==> config.mk <==
export PLATFORM = sky130hd
export DESIGN_NAME = cache_fill_fsm
export DESIGN_NICKNAME = d
export VERILOG_FILES = /design/src/rtl/cache_fill_fsm.sv
export SDC_FILE = /design/constraint.sdc
export NUM_CORES = 1
export LEC_CHECK = 0
export ABC_AREA = 0
export CORE_UTILIZATION = 43
export CTS_BUF_LIST = sky130_fd_sc_hd__clkbuf_16
export DETAILED_ROUTE_END_ITERATION = 16
export PLACE_DENSITY_LB_ADDON = 0.2
export SYNTH_ARGS = -nofsm -noshare
export SYNTH_HDL_FRONTEND = slang
export SYNTH_SLANG_ARGS = --single-unit
==> constraint.sdc <==
create_clock -name clk -period 4.6 [get_ports clk]
set_input_delay 0.92 -clock clk [delete_from_list [all_inputs] [get_ports clk]]
set_output_delay 0.92 -clock clk [all_outputs]
set_load 0.005 [all_outputs]
==> src/rtl/cache_fill_fsm.sv <==
// Block-fill miss handler: streams WORDS pipelined reads from memory into the cache.
// Define FILL_STATS_EN to add the miss_count / fill_cycles statistics ports.
module cache_fill_fsm #(
  parameter int ADDR_W = 16,
  parameter int DATA_W = 16,
  parameter int WORDS  = 8
) (
  input  logic              clk,
  input  logic              rst_n,
  input  logic              miss_detected,
  input  logic [ADDR_W-1:0] miss_address,
  input  logic [DATA_W-1:0] memory_data,
  input  logic              memory_data_valid,
  output logic              fsm_busy,
  output logic              mem_read_req,
  output logic [ADDR_W-1:0] memory_address,
  output logic              write_data_array,
  output logic [ADDR_W-1:0] cache_wr_addr,
  output logic              write_tag_array
`ifdef FILL_STATS_EN
  ,
  output logic [15:0]       miss_count,
  output logic [15:0]       fill_cycles
`endif
);

  localparam int CW = $clog2(WORDS) + 1;
  localparam logic [CW-1:0] WORDS_C = CW'(WORDS);
  localparam logic [CW-1:0] LAST_C = CW'(WORDS - 1);
  localparam logic [ADDR_W-1:0] BLK_MASK = ~ADDR_W'((WORDS * 2) - 1);

  typedef enum logic {
    IDLE,
    FILL
  } state_t;

  state_t            state_q, state_d;
  logic [ADDR_W-1:0] base_q, base_d;
  logic [CW-1:0]     issue_cnt_q, issue_cnt_d;
  logic [CW-1:0]     rx_cnt_q, rx_cnt_d;

  // Data goes straight to the data array; the FSM never inspects it.
  logic unused_data;
  assign unused_data = ^memory_data;

  always_comb begin
    state_d          = state_q;
    base_d           = base_q;
    issue_cnt_d      = issue_cnt_q;
    rx_cnt_d         = rx_cnt_q;
    fsm_busy         = 1'b0;
    mem_read_req     = 1'b0;
    write_data_array = 1'b0;
    write_tag_array  = 1'b0;
    memory_address   = base_q + ADDR_W'({issue_cnt_q, 1'b0});
    cache_wr_addr    = base_q + ADDR_W'({rx_cnt_q, 1'b0});
    unique case (state_q)
      IDLE: begin
        if (miss_detected) begin
          fsm_busy    = 1'b1;
          base_d      = miss_address & BLK_MASK;
          issue_cnt_d = '0;
          rx_cnt_d    = '0;
          state_d     = FILL;
        end
      end
      FILL: begin
        fsm_busy     = 1'b1;
        mem_read_req = issue_cnt_q < WORDS_C;
        if (mem_read_req) begin
          issue_cnt_d = issue_cnt_q + 1'b1;
        end
        write_data_array = memory_data_valid
                         & (rx_cnt_q < issue_cnt_q);
        if (write_data_array) begin
          rx_cnt_d = rx_cnt_q + 1'b1;
          if (rx_cnt_q == LAST_C) begin
            write_tag_array = 1'b1;
            issue_cnt_d     = '0;
            rx_cnt_d        = '0;
            state_d         = IDLE;
          end
        end
      end
      default: state_d = IDLE;
    endcase
  end

  always_ff @(posedge clk) begin
    if (!rst_n) begin
      state_q     <= IDLE;
      base_q      <= '0;
      issue_cnt_q <= '0;
      rx_cnt_q    <= '0;
    end else begin
      state_q     <= state_d;
      base_q      <= base_d;
      issue_cnt_q <= issue_cnt_d;
      rx_cnt_q    <= rx_cnt_d;
    end
  end

`ifdef FILL_STATS_EN
  logic [15:0] miss_count_q, miss_count_d;
  logic [15:0] fill_cycles_q, fill_cycles_d;

  always_comb begin
    miss_count_d  = miss_count_q;
    fill_cycles_d = fill_cycles_q;
    if (state_q == IDLE && miss_detected && miss_count_q != 16'hFFFF) begin
      miss_count_d = miss_count_q + 16'd1;
    end
    if (state_q == FILL && fill_cycles_q != 16'hFFFF) begin
      fill_cycles_d = fill_cycles_q + 16'd1;
    end
  end

  always_ff @(posedge clk) begin
    if (!rst_n) begin
      miss_count_q  <= '0;
      fill_cycles_q <= '0;
    end else begin
      miss_count_q  <= miss_count_d;
      fill_cycles_q <= fill_cycles_d;
    end
  end

  assign miss_count  = miss_count_q;
  assign fill_cycles = fill_cycles_q;
`endif

endmodule

* Word-level counts from Yosys, hierarchy flattened *
Cells that the tools add are included.

storage, ports and cells
  register bits = 21
  bits of input ports = 36
  output and inout bits = 36
  logic and storage cells = 35

cells by class
  add/subtract/negate cells = 4
  magnitude comparators = 2
  eq/ne operators = 3
  multiplexer cells = 18
  bitwise operators = 2
  reductions and logical operators = 2

operator list
  operator                                                         number
  16-bit by 5-bit adder with 16-bit output                         2
  4-bit two-way mux                                                6
  4-bit case mux with 2 select lines                               2
  4-bit by 1-bit adder with 4-bit output, second input constant    2
  1-bit two-way mux                                                8
  4-bit by 3-bit == test with 1-bit output, second input constant  1
  4-bit < comparator                                               1
  4-bit < comparator, second input constant                        1
  1-bit case mux with 2 select lines                               2
  2-bit AND reduction                                              2
  2-bit by 1-bit != test with 1-bit output, second input constant  1
  2-bit != test, second input constant                             1
  1-bit bitwise AND                                                1
  1-bit inverter                                                   1

* Depth between registers and ports, before layout *
  word-level depth = 5
  mapped depth = 7

* Least setup slack after synthesis *
Ideal clock, no wire load.

  kind = input -> output
  start point = in memory_data_valid
  end point = out write_tag_array
  data arrival time = 1524 ps
  data required time = 3680 ps
  path slack = 2156 ps
  stages on the path = 4
  buffers on the path = 1
  cell sequence = and2b_2 o211ai_2 clkbuf_8 nor3_1

between the ends
  longest elaborated chain between the ends = 3

RTL lines
  element             line  text
  start: declaration  13    input logic memory_data_valid,
  1-bit bitwise AND   74    & (rx_cnt_q < issue_cnt_q);
  1-bit two-way mux   75    if (write_data_array) begin
  1-bit two-way mux   57    unique case (state_q)
  end: declaration    19    output logic write_tag_array

Every way passes these cells.

* Worst setup path in the final report *
Ends and elaborated chain as after synthesis.

==> impl_metrics.json <==
{
  "grt_pass1_wl_mm": 5.78,
  "cts-root-buf": "clkbuf_16",
  "die_h_um": 59.8,
  "synth.distinct_cells": 40,
  "num_vias": 1401,
  "max_slew_margin_pct": 62.0,
  "period_share_pct": 75.6,
  "path_max_fanout": 12,
  "final_cells": 264,
  "netlist.area_leader.share_pct": 29.3,
  "htreeDepth": 1,
  "cts_resized": 0,
  "worstPathArrival_ns": 2.56,
  "p_leak_nw": 0.743,
  "clk_path_buf_depth": 2,
  "seqPwrFrac_pct": 43.4,
  "detail-route-antenna-nets": 0,
  "combPwrFrac_pct": 17.0,
  "die_x_um": 59.8,
  "dieArea_mm2": 0.00357,
  "grt_util_all_layers_pct": 21.1,
  "period_needed_ns": 3.48,
  "cp.required_ns": 3.68,
  "fin_util_pct": 62.7,
  "setup.worst_path.start_class": "primary input",
  "synth_edf_count": 0,
  "cp_common_cell": "clkdlybuf4s50_1",
  "gp_congestion": 0.857,
  "synth_top_area_cell": "dfxtp_1",
  "grt_overflow": 0,
  "synth_area_leaders": "dfxtp_1 29%, nand2_1 9.4%, ha_1 7.8%, xnor2_1 7.3%, a21oi_1 5.9%",
  "final_cell_area_mm2": 0.00195,
  "skew_ns": 0.000862,
  "fin_setup_tns_ns": 0,
  "syn_to_final_growth_pct": 35.7,
  "routed_via_density": 5.31,
  "rsz0062_at_grt": "false",
  "cts_made_buffers": 3,
  "ys_seq_area_share_pct": 29.3,
  "switchingPower_mw": 0.116,
  "cts_setup_buffers": 0,
  "row_count": 20,
  "ys_async_sr_fraction_pct": 0,
  "wl_per_cell_um": 13.7,
  "power_mw": 0.470,
  "coreArea_mm2": 0.00310,
  "drv_cap": 0,
  "synth_area_mm2": 0.00144,
  "pin_count": 72,
  "worstMarginPinSlew_ns": 0.570,
  "drc": 0,
  "critPathMaxStageDelay_ns": 0.54,
  "setup_viol": 0,
  "swShare_pct": 24.6,
  "worst_ir_drop_vdd_mv": 0.174,
  "power.density_mw_per_mm2": 241,
  "hold_slack_ns": 0.488,
  "crit_path_end_kind": "output port",
  "grt_antenna_before_repair": 0,
  "finalNetCount": 266,
  "synth_warnings": 0,
  "ys_seq_elements": 21,
  "place_hpwl_mm": 2.67,
  "p_int_mw": 0.354,
  "syn_inst": 183,
  "cts_tree": "yes",
  "synth.top_cells.by_count": "36 x nand2_1, 21 x dfxtp_1, 17 x a21oi_1, 12 x xnor2_1, 10 x nand3_1",
  "pwr-share-clk_pct": 39.7,
  "yosys.cell_count.top_type": "nand2_1",
  "wl_mm": 3.62,
  "first_pass_iters": 4,
  "clk_latency_ns": 0.25,
  "max_freq_ghz": 0.287,
  "grt_pass1_vias": 1358,
  "avgSynthCellArea_um2": 7.84,
  "clkSlewWorstSetupHoldPaths_ns": 0.06,
  "ys.flop_type": "dfxtp_1",
  "fillers": 311,
  "status": "completed",
  "finalHoldViolations": 0,
  "antenna_cells": 0,
  "port_buffers": 49,
  "place_area_mm2": 0.00187,
  "drt_iter0_drc": 67,
  "grt_max_degree": 20,
  "dp_worst_setup_slack_ns": 1.12,
  "slew_violations": 0,
  "ctsHoldBuffers": 0,
  "rrSetupSlack_ns": 2.48,
  "drive_gt1_share_pct": 4.55,
  "critPathKind": "in -> out",
  "cts.sinks": 21,
  "setup_ws_ns": 1.12,
  "start_util_pct": 46.2,
  "placedCellCount": 260,
  "cp_cell_sequence": "clkdlybuf4s50_1 > and2b_2 > o211ai_2 > nor3_1 > clkdlybuf4s50_1",
  "slowest_stage": "clkdlybuf4s50_1",
  "holdCritPathClass": "reg -> reg"
}
==> power by group through the flow <==
stage	Sequential (mW)	Combinational, mW	Clock (mW)
6_report	0.204	0.0797	0.186
2_1_floorplan	0.200	0.0440	0
4_1_cts	0.203	0.0803	0.187
3_5_place_dp	0.207	0.0801	0
3_3_place_gp	0.207	0.0780	0
5_1_grt	0.205	0.0871	0.197
==> flip-flops by register name, indices dropped and copies added (netlist names) <==
name         cells
state_q          1
issue_cnt_q      4
base_q          12
rx_cnt_q         4
==> cell families after synthesis <==
| kind of cell | count (synthesis) | synth area share [%] |
|---|---|---|
| simple gates | 74 | 25.4 |
| compound gates | 34 | 15.0 |
| buf+inv | 24 | 10.0 |
| flops | 21 | 29.3 |
| xor+xnor | 20 | 12.2 |
| fa+ha+maj | 9 | 7.85 |
| other cells | 1 | 0.261 |
==> area by class of cell <==
| cell class | count | area [um2] | share of cell area, % |
|---|---|---|---|
| inverter | 7 | 26.3 | 1.35 |
| multi-input combinational | 139 | 875 | 44.9 |
| clock buffer | 3 | 75.1 | 3.86 |
| sequential | 21 | 420 | 21.6 |
| timing repair buffer | 49 | 490 | 25.2 |
| tap | 44 | 55.1 | 2.83 |
| clock inverter | 1 | 5.00 | 0.257 |
==> worst paths after layout <==
| path | endpoint | depth (start not counted) | start |
|---|---|---|---|
| max | write_tag_array | 5 | memory_data_valid |
| min | base_q[4] | 2 | base_q[4] |
| min reg2reg | base_q[4] | 2 | base_q[4] |
| max reg2reg | rx_cnt_q[2] | 6 | issue_cnt_q[3] |
==> cells in the final DEF (no fill, tap or decap), types with 2 or more instances in the layout <==
cell type	count
a21oi_1	17
a31oi_1	2
and2b_2	2
and4_1	5
clkbuf_16	3
clkdlybuf4s50_1	49
clkinv_1	2
conb_1	2
dfxtp_1	21
ha_1	9
inv_1	5
nand2_1	36
nand3_1	10
nand4_1	2
nor2_1	9
nor3_1	3
o211ai_1	4
o21ai_0	2
xnor2_1	12
xor2_1	8
==> critical path, delay by kind of cell <==
family | cells | cell delay, ns
simple gates | 2 | 0.43
buf+inv | 2 | 0.99
compound gates | 1 | 0.22
==> metal layers <==
layer / track usage (%) / vias up / wire, um
met2: 38.6 / 47 / 1840
li1: - / 694 / -
met5: 0 / - / 0
met4: 6.98 / 0 / 23
met3: 3.46 / 4 / 162
met1: 24.6 / 656 / 1590
No activity file was read; power rests on OpenSTA's default activity.
